[config.mk]
export PLATFORM = sky130hd
export DESIGN_NAME = mem_access_unit
export DESIGN_NICKNAME = d
export VERILOG_FILES = /design/src/rtl/mem_access_unit.sv
export SDC_FILE = /design/constraint.sdc
export NUM_CORES = 1
export LEC_CHECK = 0
export CORE_MARGIN = 2
export CORE_UTILIZATION = 51
export DETAILED_ROUTE_END_ITERATION = 8
export PLACE_DENSITY = 0.95
export SLEW_MARGIN = 5
export SYNTH_ARGS = -nofsm -noshare
export SYNTH_HDL_FRONTEND = slang
export SYNTH_SLANG_ARGS = --single-unit
[constraint.sdc]
create_clock -name clk -period 5.08 [get_ports clk]
set_input_delay 1.27 -clock clk [delete_from_list [all_inputs] [get_ports clk]]
set_output_delay 1.27 -clock clk [all_outputs]
set_load 0.01 [all_outputs]
[src/rtl/mem_access_unit.sv]
// Load/store unit between the pipeline MEM stage and a word-wide data memory.
// Sub-word stores are done as read-modify-write; loads are lane-extracted and extended.
module mem_access_unit #(
  parameter int RD_LATENCY = 1
) (
  input  logic        clk,
  input  logic        Reset,
  input  logic        req_valid,
  output logic        req_ready,
  input  logic        req_load,
  input  logic [1:0]  req_size,
  input  logic        req_unsigned,
  input  logic [31:0] req_addr,
  input  logic [31:0] req_wdata,
  output logic        resp_valid,
  output logic [31:0] resp_rdata,
  output logic        resp_err,
  output logic [31:0] MemoryAddress,
  output logic        memRD,
  output logic        memWD,
  output logic [31:0] DataIn,
  input  logic [31:0] DataOut
);

  typedef enum logic [1:0] {IDLE, RD, WR, RESP} stateT;

  stateT       stateReg, stateNext;
  logic        loadReg, unsignedReg;
  logic [1:0]  sizeReg;
  logic [31:0] addrReg, wdataReg, rdWordReg;
  logic [3:0]  cntReg;
  logic [31:0] respRdataReg;
  logic        respErrReg;

  logic        accept, reqErr, rdDone;
  logic [3:0]  byteEn;
  logic [31:0] laneData, mergedWord, loadShifted, loadResult;

  assign accept = (stateReg == IDLE) && req_valid;
  assign reqErr = (req_size == 2'b11)
               || (req_size == 2'b01 && req_addr[0])
               || (req_size == 2'b10 && req_addr[1:0] != 2'b00);
  assign rdDone = (stateReg == RD) && (cntReg == 4'd0);

  // Store lane enables and store data replicated into every candidate lane
  always_comb begin
    byteEn   = 4'b1111;
    laneData = wdataReg;
    case (sizeReg)
      2'b00: begin
        byteEn   = 4'b0001 << addrReg[1:0];
        laneData = {4{wdataReg[7:0]}};
      end
      2'b01: begin
        byteEn   = addrReg[1] ? 4'b1100 : 4'b0011;
        laneData = {2{wdataReg[15:0]}};
      end
      default: ;
    endcase
  end

  genvar gi;
  generate
    for (gi = 0; gi < 4; gi++) begin : gLane
      assign mergedWord[8*gi +: 8] = byteEn[gi] ? laneData[8*gi +: 8] : rdWordReg[8*gi +: 8];
    end
  endgenerate

  assign loadShifted = DataOut >> {addrReg[1:0], 3'b000};

  always_comb begin
    case (sizeReg)
      2'b00:   loadResult = {{24{~unsignedReg & loadShifted[7]}}, loadShifted[7:0]};
      2'b01:   loadResult = {{16{~unsignedReg & loadShifted[15]}}, loadShifted[15:0]};
      default: loadResult = DataOut;
    endcase
  end

  always_ff @(posedge clk) begin
    if (!Reset) stateReg <= IDLE;
    else        stateReg <= stateNext;
  end

  always_comb begin
    stateNext     = stateReg;
    req_ready     = 1'b0;
    memRD         = 1'b0;
    memWD         = 1'b0;
    resp_valid    = 1'b0;
    MemoryAddress = 32'd0;
    DataIn        = 32'd0;
    case (stateReg)
      IDLE: begin
        req_ready = 1'b1;
        if (req_valid) begin
          if (reqErr)                              stateNext = RESP;
          else if (!req_load && req_size == 2'b10) stateNext = WR;
          else                                     stateNext = RD;
        end
      end
      RD: begin
        memRD         = 1'b1;
        MemoryAddress = {addrReg[31:2], 2'b00};
        if (cntReg == 4'd0) stateNext = loadReg ? RESP : WR;
      end
      WR: begin
        memWD         = 1'b1;
        MemoryAddress = {addrReg[31:2], 2'b00};
        DataIn        = mergedWord;
        stateNext     = RESP;
      end
      RESP: begin
        resp_valid = 1'b1;
        stateNext  = IDLE;
      end
      default: stateNext = IDLE;
    endcase
  end

  // Response fields change only on entry to RESP so they hold between responses
  always_ff @(posedge clk) begin
    if (!Reset) begin
      loadReg      <= 1'b0;
      unsignedReg  <= 1'b0;
      sizeReg      <= 2'b00;
      addrReg      <= 32'd0;
      wdataReg     <= 32'd0;
      rdWordReg    <= 32'd0;
      cntReg       <= 4'd0;
      respRdataReg <= 32'd0;
      respErrReg   <= 1'b0;
    end else begin
      if (accept) begin
        loadReg     <= req_load;
        unsignedReg <= req_unsigned;
        sizeReg     <= req_size;
        addrReg     <= req_addr;
        wdataReg    <= req_wdata;
        cntReg      <= 4'(RD_LATENCY - 1);
      end else if (stateReg == RD && cntReg != 4'd0) begin
        cntReg <= cntReg - 4'd1;
      end
      if (rdDone) rdWordReg <= DataOut;
      if (accept && reqErr) begin
        respErrReg   <= 1'b1;
        respRdataReg <= 32'd0;
      end else if (rdDone && loadReg) begin
        respErrReg   <= 1'b0;
        respRdataReg <= loadResult;
      end else if (stateReg == WR) begin
        respErrReg   <= 1'b0;
        respRdataReg <= 32'd0;
      end
    end
  end

  assign resp_rdata = respRdataReg;
  assign resp_err   = respErrReg;

endmodule

**After elaboration in Yosys (flattened, before gate mapping)**

Cells that the tools add are included.

- Add/subtract/negate cells: 1
- Eq/ne operators: 9
- Shift operators: 2
- Mux-type cells: 25
- Bitwise logic cells: 4
- Reduce and logical (&&, ||, !) cells: 22

Operator list:

| cell | count |
|---|---|
| $mux 32 | 4 |
| $pmux 32 s2 | 2 |
| $mux 8 | 4 |
| $shr 32x5->16 | 1 |
| $eq 2x2->1 const B | 4 |
| $logic_and 1x1->1 | 8 |
| $mux 1 | 8 |
| $mux 2 | 4 |
| $pmux 2 s4 | 1 |
| $pmux 4 s2 | 1 |
| $eq 2x1->1 const B | 3 |
| $reduce_or 2->1 | 3 |
| $logic_not 2->1 | 2 |
| $logic_not 4->1 | 1 |
| $mux 4 | 1 |
| $reduce_bool 2->1 | 2 |
| $reduce_bool 4->1 | 1 |
| $shl 1x2->4 const A | 1 |
| $sub 4x1->4 const B | 1 |
| $reduce_bool 3->1 | 1 |
| $and 1x1->1 | 2 |
| $logic_or 1x1->1 | 2 |
| $ne 2x1->1 const B | 1 |
| $ne 2x2->1 const B | 1 |
| other kinds (3) | 4 |

- Bits in registers: 139
- Bits of input ports: 103
- Output and inout port bits: 101
- Word-level logic and storage cells: 73

**Longest topological paths before layout**

Gate-level depths: netlist of run 1.

- Word-level depth: 7
- Depth in mapped cells: 9
- Mapped depth without buffers: 6

**Worst setup path before layout of run 1**

No wires, ideal clock.

- Path kind: register to output
- Start point: register stateReg[0]
- End point: output port DataIn[10]
- Arrival: 1.748 ns
- Required time: 3.810 ns
- Slack: 2.062 ns
- Cell stages (with the launch flop): 7
- Path buffers: 2
- Cell sequence: dfxtp_1 -> inv_1 -> ha_1 -> clkbuf_1 -> clkinv_1 -> clkbuf_1 -> a311oi_1

- Cells in the longest elaborated chain, start to end: 2

RTL lines:

| element | line | RTL |
|---|---|---|
| start: declaration | 27 | `stateT stateReg, stateNext;` |
| start signal: assignment | 81 | `else stateReg <= stateNext;` |
| $eq 2x2->1 | 92 | `case (stateReg)` |
| $mux 32 | 92 |  |
| end: declaration | 21 | `output logic [31:0] DataIn,` |

No other way between the ends.

**Worst setup path after layout of run 1**

- Start point: register sizeReg[0]
- End point: output port DataIn[0]

- Cells in the longest elaborated chain, start to end: 4

RTL lines:

| element | line | RTL |
|---|---|---|
| start: declaration | 29 | `logic [1:0] sizeReg;` |
| start signal: assignment | 136 | `sizeReg <= req_size;` |
| $eq 2x1->1 or $logic_not 2->1 (tied branches) | 49 | `case (sizeReg)` |
| $pmux 4 s2 (*) | 49 |  |
| $mux 8 (*) | 65 | `assign mergedWord[8*gi +: 8] = byteEn[gi] ? laneData[8*gi +: 8] : rdWordReg[8*gi +: 8];` |
| $mux 32 (*) | 92 |  |

Mark *: on every way between the ends. The rest lies on a longest branch, timed or not.

==> flow_summary.ini, run 1 <==
[status]
outcome = finished, final reports clean

[critical_path]
arrival_ns = 2.85
cp_cell_sequence = buf_4 -> nor2b_1 -> o21ai_2 -> mux2i_1 -> nor2_1 -> clkdlybuf4s50_1
critPathKind = reg2out
endpoint_kind = output pin
cp_data_required_time_ns = 3.81
path_max_fanout = 20
cp-start-kind = flop
cp_slowest_stage_delay_ns = 0.58
slowest_stage = dfxtp_1

[clock_tree]
cts_max_level = 4
cts_hold_buf = 0
cts_made_buffers = 17
tritoncts = yes
cts_max_path_buffers = 2
path_clk_slew_ns = 0.06
cts_resized = 0
cts_setup_buffers = 0
clkSinkCount = 139
clk_latency_ns = 0.43
clk_root_buffer_cell = clkbuf_16

[die]
fp.dieArea_sq_um = 14300
num_rows = 42
coreArea_sq_um = 13200
die_w_um = 120
io_pins = 204
start_util_pct = 51.8
fp.dieH_um = 120

[placement]
post-place-ws_ns = 1.43
port_buffers = 201
place_congestion = 0.933
place_hpwl_mm = 15.0

[job]
drv_cap = 0

[logic_synthesis]
async_reset_ff_share_pct = 0
syn_inst = 838
synth.avg_cell_area_sq_um = 8.16
synth_seq_cells = 139
synth_area_sq_um = 6840
synthDistinctLibCells = 53
yosys_most_used_dff = dfxtp_1
yosysWarnings = 0
synth-edff-count = 0
yosysSeqAreaShare_pct = 40.7

[timing]
skew_ns = 0.00515
setup_slack_ns = 0.961
max_freq_mhz = 243
drv_slew = 0
final-setup-viol-count = 0
period_needed_ns = 4.12
grt_setup_unrepaired = no
hold_viol_final = 0
fin_crit_sh_pct = 81.1
slew_headroom_pct = 28.0
tns_ns = 0
tightest_slew_ns = 1.08

[cells_and_area]
finalCoreUtilization_pct = 71.6
drive_gt1_share_pct = 4.86
n_antenna_cell = 0
nets = 1106
fill_cells = 1001
area_growth_pct = 38.1

[power_and_ir_drop]
total_power_mw = 4.13
power_frac_clock_pct = 30.9
powerDensity_nw_per_um2 = 437
p_int_mw = 2.67
p_comb_share_pct = 35.3
p_switching_mw = 1.46
vdd_drop_max_mv = 0.346
p_leak_nw = 3.35
seq_power_share_pct = 33.9
swShare_pct = 35.4

[routing]
routed_via_density = 5.82
drc = 0
num_vias = 6899
wl_mm = 21.6
avgRoutedWirePerCell_um = 18.2
ant_nets = 0
first_pass_iters = 6
drt_iter0_markers = 719

[min_path]
min_path_type = reg2reg

[grt]
grt_max_degree = 69
gr-usage-all-layers_pct = 30.3
grt_pass1_vias = 6632
grt_pass1_wl_mm = 34.4
antenna_found_initial = 0
globalRouteOverflowTotal = 0
## through the flow
stage	hold slack (ns)	instance area [sq um]	instances
4_1_cts	0.456	9450	1185
6_report	0.457	9450	1185
3_3_place_gp	0.444	8840	1154
5_1_grt	0.470	9450	1185
3_5_place_dp	0.448	8840	1154
2_1_floorplan	0.434	6840	839
## cell usage after synthesis, types with 2 or more instances
master	number	area, sq um
nand2_1	215	807
dfxtp_1	139	2780
a21boi_0	88	661
clkbuf_1	57	214
nor2_1	35	131
mux2i_1	33	330
and2_1	32	200
a21oi_1	27	135
a221o_1	17	170
nand3_1	17	85.1
o211ai_1	14	105
a21boi_1	13	97.6
inv_1	13	48.8
nor3_1	11	55.1
o21ai_0	11	55.1
a211oi_1	9	67.6
a311oi_1	9	78.8
nand2b_1	9	56.3
a221oi_1	8	70.1
nand3b_1	8	60.1
o221ai_1	8	70.1
ha_1	6	75.1
nor2b_1	6	37.5
o2111ai_1	6	52.6
buf_1	5	18.8
buf_2	5	25.0
buf_6	3	33.8
o21ai_1	3	15.0
xor2_1	3	26.3
a31oi_1	2	12.5
buf_4	2	15.0
nor3b_1	2	15.0
nor4b_4	2	47.6
## metal layers
metal  GRT usage [%]  routed length, um  up-vias  part of all wire [%]
met4            12.7                632        0                   2.9
li1                -                  -     3215                     -
met5               0                  0        -                     0
met3            10.7               2260       64                    10
met1            37.8               8650     3234                    40
met2            47.8              10000      386                    46
## kinds of logic after synthesis
group	count (synthesis)	share of synthesized area, %
AND/OR/NAND/NOR	343	22.7
XOR/XNOR	4	0.512
multiplexers	35	5.21
other	1	0.0548
adder cells (fa/ha/maj)	6	1.10
AO/OA/AOI/OAI	224	24.5
flip-flops	139	40.7
buffers and inverters	86	5.25
## power by group through the flow
stage	Combinational, mW	Sequential, mW	Clock (mW)
after CTS	1.45	1.39	1.28
after global placement	1.40	1.41	0
after floorplan	0.921	1.37	0
after detailed placement	1.43	1.42	0
after global routing	1.60	1.41	1.34
final	1.46	1.40	1.28
## path summary, 6_finish.rpt
kind / from / slack [ns] / depth (start not counted) / end
max: sizeReg[0] / 0.96 / 6 / DataIn[0]
min: rdWordReg[5] / 0.46 / 2 / rdWordReg[5]
max reg2reg: cntReg[0] / 2.23 / 6 / resp_rdata[17]
min reg2reg: rdWordReg[5] / 0.46 / 2 / rdWordReg[5]
## placed cells by master, fill, tap and decap left out, drive strengths merged, types with 3 or more instances in the layout
cell and count:
a221oi 8, bufinv 3, nor2 36, xor2 3
inv 13, nand2 215, a311oi 9, a21oi 27
a211oi 9, clkinv 4, o2111ai 6, a221o 17
nor2b 6, clkdlybuf4s50 200, nand2b 9, nor3 11
o211ai 14, dfxtp 139, buf 11, nand3 17
o21ai 15, a21boi 101, mux2i 33, o221ai 8
nand3b 8, and2 32, clkbuf 24, ha 6
## worst max-delay path: cells and delay by family (launching register included)
| kind | cells | cell delay (ns) |
|---|---|---|
| compound gates | 1 | 0.55 |
| buf+inv | 2 | 0.88 |
| flops | 1 | 0.58 |
| mux | 1 | 0.19 |
| simple gates | 2 | 0.22 |
## cell type report
| class | count | area [sq um] | share of cell area [%] |
|---|---|---|---|
| Inverter | 14 | 52.6 | 0.556 |
| Sequential cell | 139 | 2780 | 29.5 |
| Clock buffer | 24 | 492 | 5.21 |
| Multi-Input combinational cell | 614 | 3700 | 39.2 |
| Tap cell | 176 | 220 | 2.33 |
| Clock inverter | 7 | 113 | 1.19 |
| Timing Repair Buffer | 211 | 2080 | 22.0 |
## state kept, by name, indices dropped and copies added (netlist names)
name and count:
cntReg 4, wdataReg 32, rdWordReg 32, sizeReg 2
resp_rdata 32, resp_err 1, unsignedReg 1, loadReg 1
addrReg 32, stateReg 2
No activity file was read; power rests on OpenSTA's default activity.
==> inputs of run 2 (changes only) <==
CORE_UTILIZATION = 48   (was 51)
PLACE_DENSITY = 0.91   (was 0.95)
clock period = 4 ns   (was 5.08 ns; I/O delays follow)
==> flow_summary.ini, run 2 (synthesis gave the netlist of run 1 again) <==
[status]
outcome = finished, final reports clean

[routing]
ant_nets = 0
drc = 0
num_vias = 6834
drt_iter0_markers = 564
avgRoutedWirePerCell_um = 18.0
routed_via_density = 5.72
first_pass_iters = 5
wl_mm = 21.6

[clock_tree]
clk_root_buffer_cell = clkbuf_16
path_clk_slew_ns = 0.05
cts_made_buffers = 17
cts_max_path_buffers = 2
cts_resized = 0
clk_latency_ns = 0.42
cts_setup_buffers = 0
cts_hold_buf = 0
tritoncts = yes
clkSinkCount = 139
cts_max_level = 4

[cells_and_area]
n_antenna_cell = 0
multi_input_area_sq_um = 3700
seqCellArea_sq_um = 2780
drive_gt1_share_pct = 5.42
final_cell_mix = nand2_1, clkdlybuf4s50_1, dfxtp_1, a21boi_0, nor2_1
final_common_cell = nand2_1
area_growth_pct = 38.0
fill_cells = 1102
nets = 1111

[timing]
tightest_slew_ns = 1.14
period_needed_ns = 3.77
hold_ws_ns = 0.457
hold_viol_final = 0
final-setup-viol-count = 0
fin_crit_sh_pct = 94.2
setup_slack_ns = 0.232
tns_ns = 0
skew_ns = 0.00844
slew_headroom_pct = 24.1
grt_setup_unrepaired = no
max_freq_mhz = 265
drv_slew = 0

[job]
drv_cap = 0

[critical_path]
r2r-start = cntReg[0]
cp-start-kind = flop
critPathKind = reg2out
r2r_slack_ns = 1.22
crit_start = stateReg[0]
cp_data_required_time_ns = 3.00
path_max_fanout = 24
arrival_ns = 2.77
ff2ff_path_depth = 6
endpoint_kind = output pin

[grt]
globalRouteOverflowTotal = 0
grt_pass1_wl_mm = 33.8
gr-usage-all-layers_pct = 28.8
grt_pass1_vias = 6423
grt_max_degree = 82
antenna_found_initial = 1

[die]
fp.dieH_um = 123
die_w_um = 123
io_pins = 204
start_util_pct = 49.3
num_rows = 43
coreArea_sq_um = 13900
fp.dieArea_sq_um = 15200

[placement]
place_congestion = 0.906
post-place-ws_ns = 0.721
place_hpwl_mm = 15.5
port_buffers = 201

[min_path]
hp-start = addrReg[2]
min_path_type = reg2reg
holdPathStages = 2

[power_and_ir_drop]
powerDensity_nw_per_um2 = 541
p_leak_nw = 3.35
vdd_drop_max_mv = 0.392
==> run 2: cell types whose count changed in the layout (fill, tap and decap cells not counted) <==
cell / delta
buf_4: +5
bufinv_16: -3
clkinvlp_4: +1
clkinv_2: +1
clkbuf_8: +2
==> run 2: layout make-up <==
type	instances	area share (%)
well taps	180	2.39
flip-flops and latches	139	29.5
clock buffers	26	5.50
multi-input cells	614	39.2
inverters	14	0.557
repair buffers	216	22.5
clock inverters	6	0.371
==> run 2: path summary, 6_finish.rpt <==
path | endpoint
max reg2reg | resp_rdata[16]
min reg2reg | addrReg[2]
min | addrReg[2]
max | DataIn[19]
==> run 2: layer usage <==
metal  share of wire (%)  up-vias  GRT usage (%)
met3                  11       46           11.5
met4                 2.1        2           8.88
met2                  46      322           45.7
li1                    -     3238              -
met5               0.060        -              0
met1                  40     3226           35.8
==> run 2: report_power, final <==
part | switching [mW] | total (mW) | internal, mW
Sequential | 0.160 | 1.77 | 1.61
Clock | 0.573 | 1.46 | 0.886
Combinational | 1.13 | 1.88 | 0.749
==> run 2: metrics by stage <==
step / power (mW) / util, % / instances / instance area, sq um
floorplan: 2.92 / - / 839 / 6840
global placement: 3.62 / 64.0 / 1163 / 8880
detailed placement: 3.65 / 64.0 / 1163 / 8880
CTS: 5.11 / 68.0 / 1195 / 9440
global route: 5.39 / 68.0 / 1195 / 9440
finish: 5.11 / 68.0 / 1195 / 9440
==> run 2: critical path: stages (launching register included) <==
cell,delay [ns]
dfxtp_1,0.33
inv_1,0.12
ha_1,0.19
clkinv_1,0.59
a211oi_1,0.48
clkdlybuf4s50_1,0.62
